File: src/rtl/soc_gpio_pkg.sv
// Shared definitions for the soc_gpio peripheral: register map,
// bus FSM states and the default debounce length.
package soc_gpio_pkg;

  localparam logic [4:0] GPIO_OUT     = 5'h00;
  localparam logic [4:0] GPIO_OE      = 5'h04;
  localparam logic [4:0] GPIO_IN      = 5'h08;
  localparam logic [4:0] GPIO_RISE_EN = 5'h0C;
  localparam logic [4:0] GPIO_FALL_EN = 5'h10;
  localparam logic [4:0] GPIO_STATUS  = 5'h14;
  localparam logic [4:0] GPIO_SET     = 5'h18;
  localparam logic [4:0] GPIO_CLR     = 5'h1C;

  localparam int unsigned DEFAULT_DEBOUNCE_CYCLES = 1024;

  typedef enum logic {
    ST_IDLE,
    ST_RESP
  } bus_state_e;

endpackage

File: src/rtl/soc_gpio_debounce.sv
// Single-bit debouncer: dout follows din only after din has differed
// from dout for CYCLES consecutive clocks (used under GPIO_DEBOUNCE_EN).
module gpio_debounce
  import soc_gpio_pkg::*;
#(
  parameter int unsigned CYCLES = DEFAULT_DEBOUNCE_CYCLES
) (
  input  logic clk,
  input  logic rst,
  input  logic din,
  output logic dout
);

  localparam int unsigned CW =
    ($clog2(CYCLES) < 1) ? 1 : $clog2(CYCLES);
  localparam logic [CW-1:0] LAST = CW'(CYCLES - 1);

  logic [CW-1:0] cnt;

  // Any cycle where din agrees with dout restarts the count.
  always_ff @(posedge clk) begin
    if (rst) begin
      cnt  <= '0;
      dout <= 1'b0;
    end else if (din == dout) begin
      cnt <= '0;
    end else if (cnt == LAST) begin
      cnt  <= '0;
      dout <= din;
    end else begin
      cnt <= cnt + CW'(1);
    end
  end

endmodule

File: src/rtl/soc_gpio.sv
// Memory-mapped GPIO with synchronised inputs, edge status and irq.
// Define GPIO_DEBOUNCE_EN to insert a per-pin gpio_debounce filter.
module soc_gpio
  import soc_gpio_pkg::*;
#(
  parameter int unsigned WIDTH           = 8,
  parameter int unsigned SYNC_STAGES     = 2,
  parameter int unsigned DEBOUNCE_CYCLES = DEFAULT_DEBOUNCE_CYCLES
) (
  input  logic             clk,
  input  logic             rst,
  input  logic             mem_valid,
  output logic             mem_ready,
  input  logic [4:0]       mem_addr,
  input  logic [3:0]       mem_wstrb,
  input  logic [31:0]      mem_wdata,
  output logic [31:0]      mem_rdata,
  input  logic [WIDTH-1:0] gpio_ui_in,
  output logic [WIDTH-1:0] gpio_uo_out,
  output logic [WIDTH-1:0] gpio_uo_en,
  output logic             irq
);

  if (SYNC_STAGES < 2 || DEBOUNCE_CYCLES < 2) begin : g_bad_param
    $error("soc_gpio: SYNC_STAGES and DEBOUNCE_CYCLES must be >= 2");
  end

  bus_state_e state;

  logic [WIDTH-1:0] sync_q [SYNC_STAGES];
  logic [WIDTH-1:0] s;
  logic [WIDTH-1:0] in_q;
  logic [WIDTH-1:0] in_d_q;
  logic [WIDTH-1:0] out_q;
  logic [WIDTH-1:0] oe_q;
  logic [WIDTH-1:0] rise_en_q;
  logic [WIDTH-1:0] fall_en_q;
  logic [WIDTH-1:0] status_q;
  logic [WIDTH-1:0] hit;
  logic [WIDTH-1:0] st_clr;
  logic [WIDTH-1:0] rd;
  logic [4:0]       acc_off;
  logic [4:0]       req_off;
  logic             req_we;
  logic [WIDTH-1:0] req_wdata;
  logic             unused_bits;

  assign unused_bits =
    ^{mem_addr[1:0], mem_wstrb[3:1], mem_wdata[31:WIDTH]};

  always_ff @(posedge clk) begin
    if (rst) begin
      for (int i = 0; i < SYNC_STAGES; i++) sync_q[i] <= '0;
    end else begin
      sync_q[0] <= gpio_ui_in;
      for (int i = 1; i < SYNC_STAGES; i++) sync_q[i] <= sync_q[i-1];
    end
  end

`ifdef GPIO_DEBOUNCE_EN
  for (genvar g = 0; g < WIDTH; g++) begin : g_db
    gpio_debounce #(
      .CYCLES(DEBOUNCE_CYCLES)
    ) u_db (
      .clk (clk),
      .rst (rst),
      .din (sync_q[SYNC_STAGES-1][g]),
      .dout(s[g])
    );
  end
`else
  assign s = sync_q[SYNC_STAGES-1];
`endif

  // Edges come from the registered IN value and its previous sample.
  assign hit = (in_q & ~in_d_q & rise_en_q)
             | (~in_q & in_d_q & fall_en_q);

  assign st_clr =
    (state == ST_RESP && req_we && req_off == GPIO_STATUS)
      ? req_wdata : '0;

  assign acc_off = {mem_addr[4:2], 2'b00};

  always_comb begin
    rd = '0;
    unique case (1'b1)
      (acc_off == GPIO_OUT):     rd = out_q;
      (acc_off == GPIO_OE):      rd = oe_q;
      (acc_off == GPIO_IN):      rd = in_q;
      (acc_off == GPIO_RISE_EN): rd = rise_en_q;
      (acc_off == GPIO_FALL_EN): rd = fall_en_q;
      (acc_off == GPIO_STATUS):  rd = status_q;
      default:                   rd = '0;
    endcase
  end

  always_ff @(posedge clk) begin
    if (rst) begin
      state     <= ST_IDLE;
      mem_ready <= 1'b0;
      mem_rdata <= '0;
      req_off   <= '0;
      req_we    <= 1'b0;
      req_wdata <= '0;
      out_q     <= '0;
      oe_q      <= '0;
      rise_en_q <= '0;
      fall_en_q <= '0;
      status_q  <= '0;
      in_q      <= '0;
      in_d_q    <= '0;
      irq       <= 1'b0;
    end else begin
      in_q     <= s;
      in_d_q   <= in_q;
      // A new edge beats a same-cycle write-1-to-clear.
      status_q <= (status_q & ~st_clr) | hit;
      irq      <= |(status_q & (rise_en_q | fall_en_q));
      unique case (state)
        ST_IDLE: begin
          if (mem_valid) begin
            state     <= ST_RESP;
            mem_ready <= 1'b1;
            mem_rdata <= 32'(rd);
            req_off   <= acc_off;
            req_we    <= mem_wstrb[0];
            req_wdata <= mem_wdata[WIDTH-1:0];
          end
        end
        ST_RESP: begin
          state     <= ST_IDLE;
          mem_ready <= 1'b0;
          mem_rdata <= '0;
          if (req_we) begin
            unique case (1'b1)
              (req_off == GPIO_OUT):     out_q     <= req_wdata;
              (req_off == GPIO_OE):      oe_q      <= req_wdata;
              (req_off == GPIO_RISE_EN): rise_en_q <= req_wdata;
              (req_off == GPIO_FALL_EN): fall_en_q <= req_wdata;
              (req_off == GPIO_SET):     out_q     <= out_q | req_wdata;
              (req_off == GPIO_CLR):     out_q     <= out_q & ~req_wdata;
              default: ;
            endcase
          end
        end
        default: state <= ST_IDLE;
      endcase
    end
  end

  assign gpio_uo_out = out_q;
  assign gpio_uo_en  = oe_q;

endmodule

File: config.mk
export PLATFORM = sky130hd
export DESIGN_NAME = soc_gpio
export DESIGN_NICKNAME = d
export VERILOG_FILES = /design/src/rtl/soc_gpio_pkg.sv /design/src/rtl/soc_gpio_debounce.sv /design/src/rtl/soc_gpio.sv
export SDC_FILE = /design/constraint.sdc
export NUM_CORES = 1
export LEC_CHECK = 0
export ABC_AREA = 1
export CORE_MARGIN = 2
export CORE_UTILIZATION = 49
export CTS_CLUSTER_SIZE = 16
export DETAILED_ROUTE_END_ITERATION = 10
export PLACE_DENSITY = 0.92
export SETUP_SLACK_MARGIN = 0.02
export SLEW_MARGIN = 10
export SYNTH_ARGS = -nofsm -noshare
export SYNTH_HDL_FRONTEND = slang
export SYNTH_SLANG_ARGS = --single-unit
File: constraint.sdc
create_clock -name clk -period 1.54 [get_ports clk]
set_input_delay 0.154 -clock clk [delete_from_list [all_inputs] [get_ports clk]]
set_output_delay 0.154 -clock clk [all_outputs]
set_load 0.01 [all_outputs]
**After elaboration in Yosys (flattened, before gate mapping)**

Memories as Yosys holds them, arrays and structs flattened. A register that Yosys moved wholly into a read port is not among the register bits.
Cells that the tools add are included.

- Eq/ne operators: 12
- Muxes and demuxes: 14
- Bitwise gates (word level): 18
- Reductions and logical operators: 11

Operators by type and width:

| cell | number |
|---|---|
| $pmux W32 S2 | 1 |
| $and A8 B8 Y8 | 7 |
| $pmux W8 S6 | 1 |
| $mux W32 | 1 |
| $not A8 Y8 | 4 |
| $or A8 B8 Y8 | 4 |
| $mux W8 | 3 |
| $pmux W8 S3 | 1 |
| $eq A3 B3 Y1 const B | 6 |
| $reduce_and A3 Y1 | 4 |
| $logic_not A5 Y1 | 2 |
| $eq A3 B2 Y1 const B | 3 |
| $reduce_or A8 Y1 | 1 |
| $eq A3 B1 Y1 const B | 2 |
| $mux W1 | 5 |
| $pmux W1 S2 | 2 |
| $reduce_bool A3 Y1 | 1 |
| $logic_and A1 B1 Y1 | 2 |
| $ne A2 B2 Y1 const B | 1 |
| $or A1 B1 Y1 | 2 |
| $reduce_and A2 Y1 | 1 |
| $not A1 Y1 | 1 |

- Register bits after elaboration: 95
- Bits in writable memories: 16
- Input port bits: 52
- Output and inout bits: 50
- Logic and storage cells: 69
- Memories: 1

Memories:

| name | depth | width | read ports | clocked after Yosys merged registers in | write ports | RTL line | source |
|---|---|---|---|---|---|---|---|
| sync_q | 2 | 8 | 2 | 1 | 2 | soc_gpio.sv:30 | `logic [WIDTH-1:0] sync_q [SYNC_STAGES];` |

**Longest topological paths before layout**

Gate-level depths: netlist of the first run.

- Depth after elaboration: 6
- Mapped depth: 9

**Worst setup path after synthesis of the first run**

No wires, ideal clock.

- Path type: reg2reg
- Start: reg req_off[2]
- End: reg oe_q[5], in the netlist gpio_uo_en[5]
- Setup time: 0.119 ns
- Arrival: 1.064 ns
- Data required time: 1.421 ns
- Setup slack: 0.356 ns
- Stages on the path, launching flop included: 7
- Buffers on the path: 1
- Period minus slack after synthesis: 1.184 ns
- Path through: dfxtp_1 -> inv_2 -> nor2_2 -> nand2_1 -> buf_2 -> o21ai_1 -> a21oi_1

- Cells in the longest elaborated chain, start to end: 2

RTL lines:

| what | RTL line | source |
|---|---|---|
| start: declaration | soc_gpio.sv:43 | `logic [4:0] req_off;` |
| start signal: assignment | soc_gpio.sv:126 | `req_off <= acc_off;` |
| $eq A3 B1 Y1 | soc_gpio.sv:138 | `(req_off == GPIO_OE): oe_q <= req_wdata;` |
| $reduce_and A3 Y1 (no source line) | -- |  |
| end signal: assignment | soc_gpio.sv:138 |  |
| end: declaration | soc_gpio.sv:35 | `logic [WIDTH-1:0] oe_q;` |

Every way passes these cells.
A chain may end at the register's enable or synchronous reset.

**Worst setup path after layout of the first run**

- Start: reg out_q[3], in the netlist gpio_uo_out[3]
- End: out gpio_uo_out[3]

RTL lines:

| what | RTL line | source |
|---|---|---|
| start: declaration | soc_gpio.sv:34 | `logic [WIDTH-1:0] out_q;` |
| start signal: assignment | soc_gpio.sv:137 | `(req_off == GPIO_OUT): out_q <= req_wdata;` |
| start signal: assignment | soc_gpio.sv:141 | `(req_off == GPIO_SET): out_q <= out_q \| req_wdata;` |
| start signal: assignment | soc_gpio.sv:142 | `(req_off == GPIO_CLR): out_q <= out_q & ~req_wdata;` |
| end: declaration | soc_gpio.sv:19 | `output logic [WIDTH-1:0] gpio_uo_out,` |

No word-level cell between the ends.

==> flow_metrics.py, run 1 <==
metrics = {
    "critical_path": {
        "reg2reg_slack_ns": 0.14,
        "setup.worst_path.class": "flip-flop to output port",
        "critPathSlowestCell": "clkdlybuf4s50_1",
        "required_ns": 1.39,
        "critPathArrivalTime_ns": 1.30,
        "critPathMaxStageDelay_ns": 0.56,
        "cp_cell_sequence": "clkdlybuf4s50_1",
        "cp_max_fo": 3,
        "path_buf_inv": 1,
        "crit_path_end_kind": "output port",
        "path_delay_family": "buffers and inverters",
        "worst_setup_path_start_kind": "flip-flop",
    },
    "timing": {
        "max_freq_mhz": 688,
        "fin_ws_ns": 0.0855,
        "rsz0062_at_grt": "no",
        "skew_ns": 0.0121,
        "final-setup-viol-count": 0,
        "slew_viol_final": 0,
        "hold_viol_final": 0,
        "final.period_utilization_pct": 94.4,
        "fin_crit_ns": 1.45,
    },
    "finish": {
        "fillers": 711,
        "n_antenna_cell": 0,
        "final_layout_size_suffix_gt1_share_pct": 9.74,
        "finalNetCount": 653,
        "seqCellArea_mm2": 0.00191,
        "multiInputGateArea_mm2": 0.00167,
        "area_delta_synth_final_pct": 19.8,
    },
    "clocking": {
        "h-tree-depth": 3,
        "cts_tree": "yes",
        "root_buffer": "clkbuf_8",
        "clk_pin_slew_ns": 0.10,
        "postCtsSetupBuffers": 0,
        "cts_buffer_depth": 2,
        "cts_buffers": 9,
        "insertion_delay_ns": 0.37,
        "clock_sinks": 95,
    },
    "synthesis": {
        "ys_top_cells_by_area": "dfxtp_1 (47%), nor2_1 (8.7%), nand2_1 (6.2%)",
        "synth_top_area_share_pct": 47.2,
        "synth_seq_area_share_pct": 47.2,
        "synthArstFlopShare_pct": 0,
        "syn_area_mm2": 0.00403,
        "postSynthAreaPerCell_um2": 7.40,
        "yosysUniqueCellTypes": 28,
        "synth-edff-count": 0,
        "ys_top_cells_by_count": "dfxtp_1 (95), nor2_1 (93), nand2_1 (66)",
        "yosys.area.top_type": "dfxtp_1",
        "synth_flop_cell": "dfxtp_1",
        "yosys_warnings": 0,
        "synth.most_common_cell": "dfxtp_1",
        "synth_seq_cells": 95,
        "syn_inst": 544,
    },
    "drt": {
        "wl_um": 9850,
        "ant_nets": 0,
        "wl_per_cell_um": 13.9,
        "dr.pass1.iters": 6,
        "drtIter0Drc": 320,
        "via_per_inst": 5.22,
        "vias": 3713,
        "post-route-drc-count": 0,
    },
    "global_route": {
        "grt_pass1_vias": 3595,
        "grt-ovfl-total": 0,
        "met1_usage_pct": 28.9,
        "grt-busiest-layer": "met2",
        "met2_usage_pct": 39.6,
        "grt_pass1_wl_um": 16300,
        "grt_antenna_before_repair": 0,
        "track_usage_pct": 23.3,
        "use_met3_pct": 4.55,
        "grt_start_max_net_pins": 36,
    },
    "min_path": {
        "hold_class": "input pin to flip-flop",
    },
    "placement": {
        "place_ws_ns": -0.157,
        "gp_congestion": 0.906,
        "dp_hpwl_um": 7030,
        "numPortBuffers": 48,
    },
    "floorplanning": {
        "start_util_pct": 49.8,
        "die_w_um": 94.7,
        "coreArea_mm2": 0.00809,
        "die_h_um": 94.7,
        "die-area_mm2": 0.00896,
        "ios": 102,
        "num_rows": 33,
    },
    "power": {
        "leakagePower_nw": 1.96,
        "ir_worst_vdd_mv": 0.504,
        "power_w": 0.00462,
        "powerDensity_mw_per_mm2": 959,
    },
    "run": {
        "cap_violations": 0,
    },
    "outcome": {
        "status": "finished, final reports clean",
    },
}
[cells by family (layout without fill, tap and decap cells)]
| family | count (synthesis) | count (layout) | share of synthesized area, % |
|---|---|---|---|
| AND/OR/NAND/NOR | 224 | 224 | 24.5 |
| AO/OA/AOI/OAI | 113 | 113 | 14.6 |
| buffers and inverters | 111 | 150 | 13.5 |
| flip-flops | 95 | 95 | 47.2 |
| other | 1 | 24 | 0.0931 |
[through the flow]
| stage | util, % | setup TNS [ns] | std cells | hold WS, ns | cell area (µm²) |
|---|---|---|---|---|---|
| after floorplan | - | 0 | 567 | 0.261 | 4110 |
| after global placement | 57.1 | -0.780 | 695 | 0.389 | 4620 |
| after detailed placement | 57.1 | -1.04 | 695 | 0.392 | 4620 |
| after CTS | 59.5 | 0 | 711 | 0.150 | 4820 |
| after global routing | 59.6 | 0 | 711 | 0.213 | 4820 |
| final | 59.6 | 0 | 711 | 0.158 | 4820 |
[flip-flops by register name (all words and copies together), names as in the netlist, 3 cells and up]
register,cells
fall_en_q,8
req_off,3
mem_rdata,8
sync_q,16
req_wdata,8
status_q,8
gpio_uo_out,8
gpio_uo_en,8
in_d_q,8
rise_en_q,8
in_q,8
[report_power, final]
group	total [W]	leakage (nW)	switching [W]	internal, W
combinational	0.000395	1.09	0.000241	0.000153
sequential	0.00258	0.774	0.0000611	0.00252
clock	0.00165	0.0973	0.000887	0.000763
total	0.00462	1.96	0.00119	0.00343
[per-layer routing]
metal  vias up  wire length (µm)
met5         -                 0
met4         0               213
met1      1703              4140
li1       1829                 -
met2       159              4790
met3        22               706
[final cells by class]
type	instances	area share (%)
clock buffer	10	2.65
clock inverter	6	1.43
inverter	64	5.01
multi-input combinational	361	34.6
sequential	95	39.5
tap	105	2.72
timing repair buffer	70	14.1
[placed cells by master, fill, tap and decap left out, drive strengths merged]
cell type,Yosys,final
a21oi,41,41
buf,37,23
conb,1,24
nand3,31,31
o21a,2,2
nor3,1,1
or2,2,2
nor2,98,98
nand4,24,24
a31oi,8,8
bufinv,0,1
clkbuf,10,10
clkinvlp,0,1
o21ai,62,62
inv,62,64
clkdlybuf4s50,0,47
dfxtp,95,95
nand2,68,68
clkinv,2,4
[timing repair]
action | CTS | global route
setup endpoints to repair | 0 | 12
gates resized for setup | 0 | 4
hold buffers | 0 | 0
[path summary, 6_finish.rpt]
check | start | endpoint | cells past startpoint
max | gpio_uo_out[3]$_SDFFE_PP0P_ | gpio_uo_out[3] | 1
min reg2reg | sync_q[0][3]$_SDFF_PP0_ | sync_q[1][3]$_SDFF_PP0_ | 2
max reg2reg | state$_SDFF_PP0_ | gpio_uo_out[7]$_SDFFE_PP0P_ | 7
min | rst | gpio_uo_en[0]$_SDFFE_PP0P_ | 4
Power figures use the tool's default switching activity.
==> inputs of run 2 (changes only) <==
Settings changed: PLACE_DENSITY 0.92 to 0.86.
==> run 2 against run 1 <==
Power about the same. Cell area up 0.26%. Sequential power barely moved. Sequential cell count is the same. Largest power group unchanged. Largest cell class unchanged. Global-route usage down 0.54 points. Fmax decreased by 0.83%. Worst hold slack worse by 0.0062 ns. Combinational power about the same. Critical path depth unchanged. Clock power barely moved.
==> flow_metrics.py, run 2 (synthesis gave the netlist of run 1 again) <==
metrics = {
    "outcome": {
        "status": "finished, final reports clean",
    },
    "clocking": {
        "insertion_delay_ns": 0.37,
        "cts_hold_buf": 0,
        "clk_pin_slew_ns": 0.09,
        "cts_tree": "yes",
        "root_buffer": "clkbuf_8",
        "h-tree-depth": 3,
        "cts_buffers": 9,
        "cts_resized": 0,
        "clock_sinks": 95,
        "postCtsSetupBuffers": 0,
        "cts_buffer_depth": 2,
    },
    "drt": {
        "dr.pass1.iters": 5,
        "post-route-drc-count": 0,
        "drtIter0Drc": 362,
        "wl_um": 9650,
        "vias": 3705,
        "via_per_inst": 5.20,
        "ant_nets": 0,
        "wl_per_cell_um": 13.6,
    },
    "finish": {
        "finalNetCount": 654,
        "final_layout_size_suffix_gt1_share_pct": 9.56,
        "fillers": 737,
        "largest_register_ff_count": 16,
        "area_delta_synth_final_pct": 20.1,
        "multiInputGateArea_mm2": 0.00167,
        "instances_no_fill": 712,
        "final_common_cell": "dfxtp_1",
        "seqCellArea_mm2": 0.00190,
        "n_antenna_cell": 0,
        "mostFrequentLayoutCells": "dfxtp_1 (94), nor2_1 (93), nand2_1 (66), inv_1 (57), clkdlybuf4s50_1 (47)",
        "top_register": "sync_q",
    },
    "floorplanning": {
        "coreArea_mm2": 0.00809,
        "die_h_um": 94.7,
        "die_w_um": 94.7,
        "ios": 102,
        "num_rows": 33,
        "start_util_pct": 49.8,
        "die-area_mm2": 0.00896,
    },
    "critical_path": {
        "path_buf_inv": 1,
        "cp_max_fo": 3,
        "cp_cell_sequence": "clkdlybuf4s50_1",
        "worst_setup_path_start_kind": "flip-flop",
        "crit_path_end_kind": "output port",
        "critPathSlowestCell": "clkdlybuf4s50_1",
        "setup.worst_path.class": "flip-flop to output port",
        "reg2reg_slack_ns": 0.15,
        "path_delay_family": "buffers and inverters",
        "required_ns": 1.39,
        "critPathArrivalTime_ns": 1.31,
        "critPathMaxStageDelay_ns": 0.56,
    },
    "global_route": {
        "grt_pass1_vias": 3382,
        "grt-ovfl-total": 0,
        "grt_start_max_net_pins": 49,
        "grt_antenna_before_repair": 0,
        "grt_pass1_wl_um": 15900,
        "track_usage_pct": 22.7,
    },
    "placement": {
        "dp_hpwl_um": 6750,
        "gp_congestion": 0.964,
        "place_inst": 696,
        "place_ws_ns": -0.101,
        "numPortBuffers": 48,
    },
    "power": {
        "ir_worst_vdd_mv": 0.726,
        "leakagePower_nw": 1.97,
        "powerDensity_mw_per_mm2": 955,
        "power_w": 0.00462,
    },
    "run": {
        "cap_violations": 0,
    },
    "timing": {
        "hold_viol_final": 0,
        "skew_ns": 0.00910,
        "max_freq_mhz": 682,
        "final-setup-viol-count": 0,
        "final.period_utilization_pct": 95.2,
        "fin_crit_ns": 1.47,
        "slew_viol_final": 0,
        "fin_ws_ns": 0.0733,
        "rsz0062_at_grt": "no",
    },
    "min_path": {
        "hold_class": "input pin to flip-flop",
    },
}
-- run 2: final timing paths --
| kind | start | endpoint | cells after the start |
|---|---|---|---|
| setup / recovery | gpio_uo_out[1]$_SDFFE_PP0P_ | gpio_uo_out[1] | 1 |
| hold / removal | rst | gpio_uo_out[1]$_SDFFE_PP0P_ | 2 |
| setup reg to reg | state$_SDFF_PP0_ | gpio_uo_en[1]$_SDFFE_PP0P_ | 5 |
| hold reg to reg | sync_q[0][4]$_SDFF_PP0_ | sync_q[1][4]$_SDFF_PP0_ | 2 |
-- run 2: final cells by class --
type                            instances  share of cell area, %
Clock buffer                           10                   2.64
Clock inverter                          6                   1.42
Inverter                               64                   5.10
Multi-Input combinational cell        361                   34.6
Sequential cell                        95                   39.3
Tap cell                              105                   2.72
Timing Repair Buffer                   71                   14.2
-- run 2: per-stage QoR --
step | setup TNS, ns | cell area [µm²] | hold WS (ns) | util (%)
detailed placement | -0.769 | 4630 | 0.392 | 57.2
finish | 0 | 4840 | 0.151 | 59.8
floorplan | 0 | 4110 | 0.261 | -
global placement | -0.573 | 4630 | 0.389 | 57.2
global route | 0 | 4840 | 0.154 | 59.8
CTS | 0 | 4820 | 0.144 | 59.6
-- run 2: routing by layer --
layer / part of all wire (%) / wire (µm) / global-route usage (%)
met5: 0 / 0 / 0
met1: 42 / 4090 / 29.0
met4: 1.8 / 173 / 8.82
met3: 9.1 / 881 / 4.79
met2: 47 / 4510 / 37.6
-- run 2: report_power, final --
part	total [W]	leakage, nW	switching [W]	internal, W
Sequential	0.00258	0.773	0.0000648	0.00252
Clock	0.00165	0.0973	0.000883	0.000763
Combinational	0.000393	1.09	0.000237	0.000155
-- run 2: worst register-to-register path, stage by stage (launching register included) --
cell and delay [ns]:
dfxtp_2 0.38, nand2_2 0.08, nor2_2 0.19, nand2_1 0.30, buf_4 0.25, a21oi_1 0.14
